**src/rtl/serial_tx_if.sv**
```systemverilog
// serial_tx_if: two-requester byte handshake plus serial line status bundle
interface serial_tx_if;
  logic       req0, req1, ack0, ack1, tx, busy, grant, done;
  logic [7:0] data0, data1;
  modport master (output req0, data0, req1, data1, input ack0, ack1, tx, busy, grant, done);
  modport slave (input req0, data0, req1, data1, output ack0, ack1, tx, busy, grant, done);
endinterface

```
**src/rtl/serial_tx_arbiter.sv**
```systemverilog
// serial_tx_arbiter: round-robin arbiter between two byte requesters feeding one 8N1 serial transmitter
module serial_tx_arbiter #(
  parameter int CLKS_PER_BIT = 4
) (
  input logic        clk,
  input logic        rst,
  serial_tx_if.slave bus
);
  typedef enum logic [1:0] {IDLE, START, DATA, STOP} state_t;
  state_t     state_q, state_d;
  logic [7:0] presc_q, presc_d, shreg_q, shreg_d;
  logic [2:0] bit_q, bit_d;
  logic       tx_q, tx_d, busy_q, busy_d, ack0_q, ack0_d, ack1_q, ack1_d;
  logic       grant_q, grant_d, last_q, last_d, done_q, done_d;
  logic       bit_end, win;
  assign bit_end = presc_q == 8'(CLKS_PER_BIT - 1);
  // on a tie the requester that did not own the last frame wins
  assign win = (bus.req0 && bus.req1) ? ~last_q : bus.req1;
  always_comb begin
    state_d = state_q;
    presc_d = presc_q + 8'd1;
    bit_d   = bit_q;
    shreg_d = shreg_q;
    grant_d = grant_q;
    last_d  = last_q;
    ack0_d  = 1'b0;
    ack1_d  = 1'b0;
    done_d  = 1'b0;
    case (state_q)
      IDLE: begin
        presc_d = 8'd0;
        if (bus.req0 || bus.req1) begin
          state_d = START;
          shreg_d = win ? bus.data1 : bus.data0;
          grant_d = win;
          last_d  = win;
          ack0_d  = ~win;
          ack1_d  = win;
        end
      end
      START: if (bit_end) begin
        state_d = DATA;
        presc_d = 8'd0;
        bit_d   = 3'd0;
      end
      DATA: if (bit_end) begin
        presc_d = 8'd0;
        state_d = bit_q == 3'd7 ? STOP : DATA;
        bit_d   = bit_q == 3'd7 ? bit_q : bit_q + 3'd1;
      end
      STOP: if (bit_end) begin
        state_d = IDLE;
        presc_d = 8'd0;
        done_d  = 1'b1;
      end
    endcase
    busy_d = state_d != IDLE;
    // tx is derived from the next state so the line itself comes straight off a flop
    tx_d = state_d == START ? 1'b0 : state_d == DATA ? shreg_q[bit_d] : 1'b1;
  end
  always_ff @(posedge clk) begin
    if (rst) begin
      state_q <= IDLE;
      presc_q <= 8'd0;
      bit_q   <= 3'd0;
      shreg_q <= 8'd0;
      tx_q    <= 1'b1;
      busy_q  <= 1'b0;
      ack0_q  <= 1'b0;
      ack1_q  <= 1'b0;
      grant_q <= 1'b0;
      last_q  <= 1'b1;
      done_q  <= 1'b0;
    end else begin
      state_q <= state_d;
      presc_q <= presc_d;
      bit_q   <= bit_d;
      shreg_q <= shreg_d;
      tx_q    <= tx_d;
      busy_q  <= busy_d;
      ack0_q  <= ack0_d;
      ack1_q  <= ack1_d;
      grant_q <= grant_d;
      last_q  <= last_d;
      done_q  <= done_d;
    end
  end
  assign bus.tx    = tx_q;
  assign bus.busy  = busy_q;
  assign bus.ack0  = ack0_q;
  assign bus.ack1  = ack1_q;
  assign bus.grant = grant_q;
  assign bus.done  = done_q;
endmodule

```
**src/flat_wrapper.sv**
```systemverilog
// flat-port wrapper written by rule: the top's interface ports become plain ports
module serial_tx_arbiter_flat 
#(
  parameter int CLKS_PER_BIT = 4
)
  (clk, rst, bus_req0, bus_data0, bus_req1, bus_data1, bus_ack0, bus_ack1, bus_tx, bus_busy, bus_grant, bus_done);
  serial_tx_if bus_i ();
  input logic clk;
  input logic rst;
  input wire logic [$bits(bus_i.req0)-1:0] bus_req0;
  input wire logic [$bits(bus_i.data0)-1:0] bus_data0;
  input wire logic [$bits(bus_i.req1)-1:0] bus_req1;
  input wire logic [$bits(bus_i.data1)-1:0] bus_data1;
  output wire logic [$bits(bus_i.ack0)-1:0] bus_ack0;
  output wire logic [$bits(bus_i.ack1)-1:0] bus_ack1;
  output wire logic [$bits(bus_i.tx)-1:0] bus_tx;
  output wire logic [$bits(bus_i.busy)-1:0] bus_busy;
  output wire logic [$bits(bus_i.grant)-1:0] bus_grant;
  output wire logic [$bits(bus_i.done)-1:0] bus_done;
  assign bus_i.req0 = bus_req0;
  assign bus_i.data0 = bus_data0;
  assign bus_i.req1 = bus_req1;
  assign bus_i.data1 = bus_data1;
  assign bus_ack0 = bus_i.ack0;
  assign bus_ack1 = bus_i.ack1;
  assign bus_tx = bus_i.tx;
  assign bus_busy = bus_i.busy;
  assign bus_grant = bus_i.grant;
  assign bus_done = bus_i.done;
  serial_tx_arbiter #(.CLKS_PER_BIT(CLKS_PER_BIT)) u_core (.clk(clk), .rst(rst), .bus(bus_i));
endmodule
```
**config.mk**
```make
export PLATFORM = sky130hd
export DESIGN_NAME = serial_tx_arbiter_flat
export DESIGN_NICKNAME = d
export VERILOG_FILES = /design/src/rtl/serial_tx_if.sv /design/src/rtl/serial_tx_arbiter.sv /design/src/flat_wrapper.sv
export SDC_FILE = /design/constraint.sdc
export NUM_CORES = 1
export LEC_CHECK = 0
export BUFFER_PORTS_ARGS = -buffer_cell sky130_fd_sc_hd__buf_2
export CELL_PAD_IN_SITES_DETAIL_PLACEMENT = 0
export CELL_PAD_IN_SITES_GLOBAL_PLACEMENT = 1
export CORE_AREA = 2 2 73 68
export DETAILED_ROUTE_END_ITERATION = 8
export DIE_AREA = 0 0 75 70
export GPL_TIMING_DRIVEN = 0
export PLACE_DENSITY = 0.6
export SYNTH_ARGS = -nofsm -noshare
export SYNTH_HDL_FRONTEND = slang
export SYNTH_SLANG_ARGS = --single-unit
```
**constraint.sdc**
```tcl
create_clock -name clk -period 3.1 [get_ports clk]
set_input_delay 0.93 -clock clk [delete_from_list [all_inputs] [get_ports clk]]
set_output_delay 0.93 -clock clk [all_outputs]
set_load 0.02 [all_outputs]
```
==> results.tsv, run 1 <==
stage	metric	value	unit
yosys	largest family of logic cells by synthesized area	simple AND/OR/NAND/NOR gates	
cells_and_area	# fillers	474	
power	Gate power share	18.3	%
clock_tree	worst skew pair latency	270	ps
die	top-level I/O count	26	
cells_and_area	fin nets	207	
yosys	synthesized area per cell	9.159	µm²
die	CORE AREA	4594	µm²
cells_and_area	Layout Cells excl Fill	243	
die	die width	75	µm
power	Clk pwr share	26.8	%
clock_tree	Inserted Clock Buffers	3	
yosys	Synth Area in Simple Gates	20.86	%
yosys	syn_nets	177	
sta	clock skew	6.880	ps
clock_tree	Clock Path Buffers	2	
sta	Final TNS setup	0	ps
die	Die H	70	µm
cells_and_area	P&R area growth vs syn	18.03	%
route	Routed wire per std cell	12.48	µm
cells_and_area	commonest cells after routing, fill and taps aside	dfxtp_1, buf_2, nor2_1	
yosys	Mapped Cells	150	
power	Leak	0.6325	nW
setup_path	WS Path Type	reg2reg	
global_route	grt ovf	0	
power	sw power	199.1	µW
power	Reg power frac	55.0	%
sta	RSZ-0062 raised after global routing	false	
setup_path	crit path launch type	register	
clock_tree	postcts setup bufs	0	
sta	part of the cycle the worst path needs	74.29	%
route	Vias/cell	4.753	
clock_tree	H-tree levels	1	
min_path	Hold WC Path Type	reg2reg	
clock_tree	CTS tree	done	
route	final WL	3033	µm
yosys	Cell Area, Synth	1374	µm²
power	cell area power density	448.0	nW/µm²
placement	hpwl dp	2402	µm
sta	Final Hold Fails	0	
clock_tree	# hold bufs at CTS	0	
die	starting density of the core	29.90	%
die	Rows	24	
run_status	status	complete, no violations	
yosys	FF+latch count, synth	28	
clock_tree	CTS resizes	0	
cells_and_area	storage element area	560.5	µm²
route	Detail Route Antenna Nets	0	
power	Sw Share	27.40	%
global_route	pin count of the biggest net entering global routing	15	
yosys	Synth Area in Adders	6.375	%
cells_and_area	area of the multi-input gates	775.7	µm²
route	Pre-Repair DR Iteration Count	4	
route	DRC	0	
global_route	first-pass GRT wire length	5188	µm
yosys	post-synthesis xor/xnor area fraction	3.825	%
global_route	GRT Total Usage	12.42	%
sta	endpoints failing setup	0	
yosys	mux contribution to synthesized area	7.377	%
cells_and_area	share of cells above drive strength 1	20.22	%
global_route	vias in the first global route	1203	
clock_tree	Worst-path clk slew	90	ps
power	P_int	527.3	µW
sta	max-slew violations	0	
yosys	leading register cell type out of synthesis	dfxtp_1	
power	maximum vdd ir drop	0.1715	mV
yosys	Synth Area in Compound Gates	18.03	%
die	die area	5250	µm²
route	initial detailed-routing violation count	40	
route	via count	1155	
yosys	ys async rst share	0	%
yosys	Synth Warn #	0	
global_route	initial antenna violation count	0	
setup_path	critical path endpoint category	register	
yosys	count of different cell masters after synthesis	38	
cells_and_area	Design Area, Final	1622	µm²
yosys	Post-synth EDFFs	0	
sta	Worst-Margin Slew	645.6	ps
cells_and_area	# diodes	0	
placement	RD Place Congestion	0.7875	
sta	crit path time final	2303	ps
yosys	sequential share of the synthesized area	40.80	%
placement	port bufs	25	
setup_path	worst path arrival time	2460	ps
clock_tree	clk sinks	28	
setup_path	Req. time, crit path	3260	ps
placement	DP Cell Count	240	
job	max-cap violations	0	
sta	fmax	434.2	MHz
clock_tree	root buffer cell	clkbuf_8	
setup_path	worst-path maximum fanout	5	
sta	Slew HR	56.96	%
placement	placed cell area	1580	µm²
cells_and_area	most common cell after layout, fill and taps aside	dfxtp_1	
[metal layers]
metal	vias to the layer above	part of all wire [%]	global-route usage (%)
met2	23	47	19.88
met1	535	47	15.39
li1	593	-	-
met3	4	4.1	3.608
met5	-	0	0
met4	0	1.5	4.960
[flip-flops by register name (all words and copies together) (netlist names)]
signal and cells:
u_core.shreg_q 8, u_core.bus.ack0 1, u_core.bus.grant 1, u_core.last_q 1, u_core.bus.tx 1, u_core.state_q 2
u_core.bus.done 1, u_core.presc_q 8, u_core.bus.busy 1, u_core.bit_q 3, u_core.bus.ack1 1
[layout make-up]
cell class	instances	share of cell area [%]
clock buffers	3	2.546
plain buffers	5	1.157
multi-input cells	112	47.84
well taps	65	5.015
repair buffers	25	7.716
flip-flops and latches	28	34.57
inverters	5	1.157
[path summary, 6_finish.rpt]
path,startpoint,end,slack (ps),cells after the start
max,u_core.presc_q[0],u_core.bus.tx,800,8
min,u_core.presc_q[0],u_core.presc_q[0],470,1
max reg2reg,u_core.presc_q[0],u_core.bus.tx,800,8
min reg2reg,u_core.presc_q[0],u_core.presc_q[0],470,1
[power by group through the flow]
| stage | Combinational (mW) | Clock, mW | Sequential [mW] |
|---|---|---|---|
| after global routing | 0.150 | 0.218 | 0.403 |
| after global placement | 0.131 | 0 | 0.407 |
| after detailed placement | 0.133 | 0 | 0.408 |
| final | 0.133 | 0.194 | 0.399 |
| after CTS | 0.134 | 0.202 | 0.400 |
| after floorplan | 0.0837 | 0 | 0.412 |
[worst max-delay path, stage by stage (launching register included)]
cell      delay [ps]
dfxtp_1          370
ha_1             210
nor3b_2          300
a31oi_1          200
o31a_1           360
nor2_4           140
mux2_2           340
o211ai_1         160
a31oi_1          110
[logic make-up (layout without fill, tap and decap cells)]
| group | after synthesis | in the layout |
|---|---|---|
| buffers and inverters | 10 | 38 |
| flip-flops | 28 | 28 |
| AO/OA/AOI/OAI | 36 | 36 |
| XOR/XNOR | 6 | 6 |
| AND/OR/NAND/NOR | 53 | 53 |
| multiplexers | 10 | 10 |
| adder cells (fa/ha/maj) | 7 | 7 |
[Yosys cell counts (2+ instances only)]
cell type,number,share of area (%)
xnor2_1,3,1.9
clkbuf_1,5,1.4
or3_1,2,0.91
nand3_1,5,1.8
nor3b_1,4,2.2
ha_1,7,6.4
inv_1,5,1.4
dfxtp_1,28,41
a211oi_1,10,5.5
a21oi_1,3,1.1
nor2_1,24,6.6
o31ai_1,2,1.1
nand2_1,7,1.9
xor2_1,3,1.9
mux2i_1,9,6.6
o21ai_0,6,2.2
a22oi_1,2,1.1
a31oi_1,4,1.8
a21boi_0,2,1.1
[metrics by stage]
step / util [%] / power (mW) / hold slack (ps) / setup slack [ps]
floorplan: - / 0.4958 / 426.3 / 1028
global placement: 34.40 / 0.5374 / 441.6 / 729.3
detailed placement: 34.40 / 0.5411 / 457.9 / 665.5
CTS: 35.29 / 0.7351 / 480.6 / 773.8
global route: 35.29 / 0.7714 / 504.0 / 539.1
finish: 35.29 / 0.7264 / 468.4 / 797.2
No activity file was read; power rests on OpenSTA's default activity.
==> run 2, diff against run 1 <==
--- a/config.mk
+++ b/config.mk
@@ -5,14 +5,15 @@
 export SDC_FILE = /design/constraint.sdc
 export NUM_CORES = 1
 export LEC_CHECK = 0
+export ABC_AREA = 1
 export BUFFER_PORTS_ARGS = -buffer_cell sky130_fd_sc_hd__buf_2
 export CELL_PAD_IN_SITES_DETAIL_PLACEMENT = 0
 export CELL_PAD_IN_SITES_GLOBAL_PLACEMENT = 1
-export CORE_AREA = 2 2 73 68
+export CORE_AREA = 2 2 76 71
 export DETAILED_ROUTE_END_ITERATION = 8
-export DIE_AREA = 0 0 75 70
+export DIE_AREA = 0 0 78 73
 export GPL_TIMING_DRIVEN = 0
-export PLACE_DENSITY = 0.6
+export PLACE_DENSITY = 0.64
 export SYNTH_ARGS = -nofsm -noshare
 export SYNTH_HDL_FRONTEND = slang
 export SYNTH_SLANG_ARGS = --single-unit
==> constraint.sdc (replaced) <==
create_clock -name clk -period 2.4 [get_ports clk]
set_input_delay 0.72 -clock clk [delete_from_list [all_inputs] [get_ports clk]]
set_output_delay 0.72 -clock clk [all_outputs]
set_load 0.02 [all_outputs]
==> results.tsv, run 2 <==
stage	metric	value	unit	change
setup_path	critical path endpoint category	register		unchanged
power	cell area power density	966.3	nW/µm²	was 448.0 nW/µm²
cells_and_area	commonest cells after routing, fill and taps aside	nand2_1, inv_1, dfxtp_1		was dfxtp_1, buf_2, nor2_1
setup_path	Req. time, crit path	2590	ps	was 3260 ps
clock_tree	clk sinks	28		unchanged
min_path	HP Start	u_core.presc_q[0]		unchanged
route	Routed wire per std cell	10.21	µm	was 12.48 µm
sta	endpoints failing setup	0		unchanged
die	Die H	73	µm	was 70 µm
clock_tree	postcts setup bufs	0		unchanged
clock_tree	H-tree levels	1		unchanged
global_route	GRT Total Usage	12.15	%	was 12.42%
placement	RD Place Congestion	0.7603		was 0.7875
min_path	Hold WC Path Type	reg2reg		unchanged
sta	max-slew violations	0		unchanged
clock_tree	CTS resizes	0		unchanged
die	CORE AREA	5005	µm²	was 4594 µm²
yosys	mux contribution to synthesized area	0	%	was 7.377%
setup_path	WS Path Type	reg2reg		unchanged
sta	clock skew	3.673	ps	was 6.880 ps
yosys	Synth Area in Adders	5.710	%	was 6.375%
route	Pre-Repair DR Iteration Count	4		unchanged
cells_and_area	most common cell after layout, fill and taps aside	nand2_1		was dfxtp_1
yosys	syn_nets	242		was 177
die	die width	78	µm	was 75 µm
clock_tree	Worst-path clk slew	100	ps	was 90 ps
sta	crit path time final	1780	ps	was 2303 ps
clock_tree	# hold bufs at CTS	0		unchanged
clock_tree	CTS tree	done		unchanged
yosys	largest family of logic cells by synthesized area	simple AND/OR/NAND/NOR gates		unchanged
power	total power	1.733	mW	was 726.4 µW
route	initial detailed-routing violation count	54		was 40
route	Detail Route Antenna Nets	0		unchanged
cells_and_area	# diodes	0		unchanged
global_route	grt ovf	0		unchanged
yosys	count of different cell masters after synthesis	33		was 38
global_route	first-pass GRT wire length	5595	µm	was 5188 µm
setup_path	worst path arrival time	1970	ps	was 2460 ps
power	Leak	0.7990	nW	was 0.6325 nW
yosys	Area contributors post-synth	dfxtp_1, nand2_1, inv_1, ha_1, nand3_1		was dfxtp_1, mux2i_1, nor2_1, ha_1, a211oi_1
yosys	ys async rst share	0	%	unchanged
yosys	leading register cell type out of synthesis	dfxtp_1		unchanged
setup_path	critical path launch point	u_core.presc_q[0]		unchanged
sta	fmax	561.7	MHz	was 434.2 MHz
yosys	Cell Area, Synth	1534	µm²	was 1374 µm²
route	DRC	0		unchanged
die	starting density of the core	30.65	%	was 29.90%
die	top-level I/O count	26		unchanged
yosys	Synth Area in Simple Gates	36.95	%	was 20.86%
setup_path	worst-path maximum fanout	6		was 5
yosys	sequential share of the synthesized area	36.54	%	was 40.80%
global_route	initial antenna violation count	0		unchanged
yosys	Synth Warn #	0		unchanged
yosys	Commonest cells post-synth	nand2_1, dfxtp_1, inv_1, nand3_1, nor2_1		was dfxtp_1, nor2_1, a211oi_1, mux2i_1
route	via count	1363		was 1,155
global_route	vias in the first global route	1246		was 1,203
sta	RSZ-0062 raised after global routing	false		unchanged
yosys	synthesized area per cell	7.135	µm²	was 9.159 µm²
die	Rows	25		was 24
placement	port bufs	24		was 25
yosys	Yosys top cell area share	36.54	%	was 40.80%
cells_and_area	fin nets	271		was 207
sta	part of the cycle the worst path needs	74.19	%	was 74.29%
yosys	post-synthesis xor/xnor area fraction	0	%	was 3.825%
clock_tree	worst skew pair latency	280	ps	was 270 ps
cells_and_area	top flop regs	u_core.presc_q: 8 flops, u_core.shreg_q: 8 flops, u_core.bit_q: 3 flops		unchanged
sta	Worst-Margin Slew	411.2	ps	was 645.6 ps
cells_and_area	share of cells above drive strength 1	20.16	%	was 20.22%
yosys	cell taking the most area after synthesis	dfxtp_1		unchanged
yosys	Post-synth EDFFs	0		unchanged
job	max-cap violations	0		unchanged
clock_tree	Clock Path Buffers	2		unchanged
route	final WL	3164	µm	was 3033 µm
placement	hpwl dp	2484	µm	was 2402 µm
yosys	Synth Area in Compound Gates	11.91	%	was 18.03%
sta	Slew HR	72.59	%	was 56.96%
cells_and_area	P&R area growth vs syn	16.88	%	was 18.03%
die	die area	5694	µm²	was 5250 µm²
global_route	pin count of the biggest net entering global routing	16		was 15
yosys	Mapped Cells	215		was 150
power	maximum vdd ir drop	0.3273	mV	was 0.1715 mV
clock_tree	root buffer cell	clkbuf_8		unchanged
sta	Final TNS setup	0	ps	unchanged
route	Vias/cell	4.397		was 4.753
yosys	most instantiated library cell after synthesis	nand2_1		was dfxtp_1
yosys	FF+latch count, synth	28		unchanged
setup_path	crit path launch type	register		unchanged
clock_tree	Inserted Clock Buffers	3		unchanged
sta	Final Hold Fails	0		unchanged
run_status	status	complete, no violations		unchanged
setup_path	RR Startpoint	u_core.presc_q[0]		unchanged
run 2: changes by cell type after synthesis, sizes merged, moves of 7 or more:
cell and change:
o21ai +7, inv +25, a211oi -10, nand3 +13, nand2 +57, nor2 -7
mux2i -9
run 2: power by group:
part | switching, mW | internal [mW] | total, mW
clock | 0.150 | 0.147 | 0.297
sequential | 0.0618 | 0.579 | 0.640
combinational | 0.506 | 0.289 | 0.795
total | 0.718 | 1.01 | 1.73
run 2: routing by layer:
metal  wire, µm  global-route usage, %
met5          0                      0
met4         56                  4.678
met1       1603                  16.77
met2       1401                  19.25
met3        103                  1.856
run 2: cell families (layout without fill, tap and decap cells):
family,count (synthesis),after routing
and+or+nand+nor,114,114
buffers and inverters,35,63
AOI/OAI and AO/OA,31,31
DFF,28,28
adders and majority gates,7,7
run 2: stage by stage:
step	instances	hold slack, ps	cell area [µm²]	util [%]	worst slack (ps)
2_1_floorplan	215	417.9	1534	-	732.5
3_3_place_gp	306	428.8	1738	34.73	407.3
3_5_place_dp	306	441.0	1738	34.73	408.1
4_1_cts	310	455.8	1793	35.83	571.4
5_1_grt	310	492.1	1793	35.83	423.4
6_report	310	453.5	1793	35.83	619.5
run 2: critical path, cell delays in order (launching register included):
cell,delay [ps]
dfxtp_1,360
ha_1,220
nand2_1,90
nor2_1,130
nand2_2,130
nand2_4,110
nand3_4,120
nand3_4,110
nand2_1,60
nand3_1,70
nand2_1,60
nand2_1,60
nand3_1,70
nand2_1,60
inv_1,30
run 2: area by class of cell:
class | count | area (µm²)
Timing Repair Buffer | 24 | 120.1
Inverter | 31 | 116.4
Fill cell | 563 | 3212
Sequential cell | 28 | 560.5
Multi-Input combinational cell | 152 | 837.1
Clock buffer | 4 | 55.05
Tap cell | 67 | 83.83
Buffer | 4 | 20.02
run 2: final timing paths:
check	to	slack [ps]	depth (start not counted)
setup / recovery	u_core.bus.tx	620	14
hold / removal	u_core.presc_q[0]	450	1
setup reg to reg	u_core.bus.tx	620	14
hold reg to reg	u_core.presc_q[0]	450	1
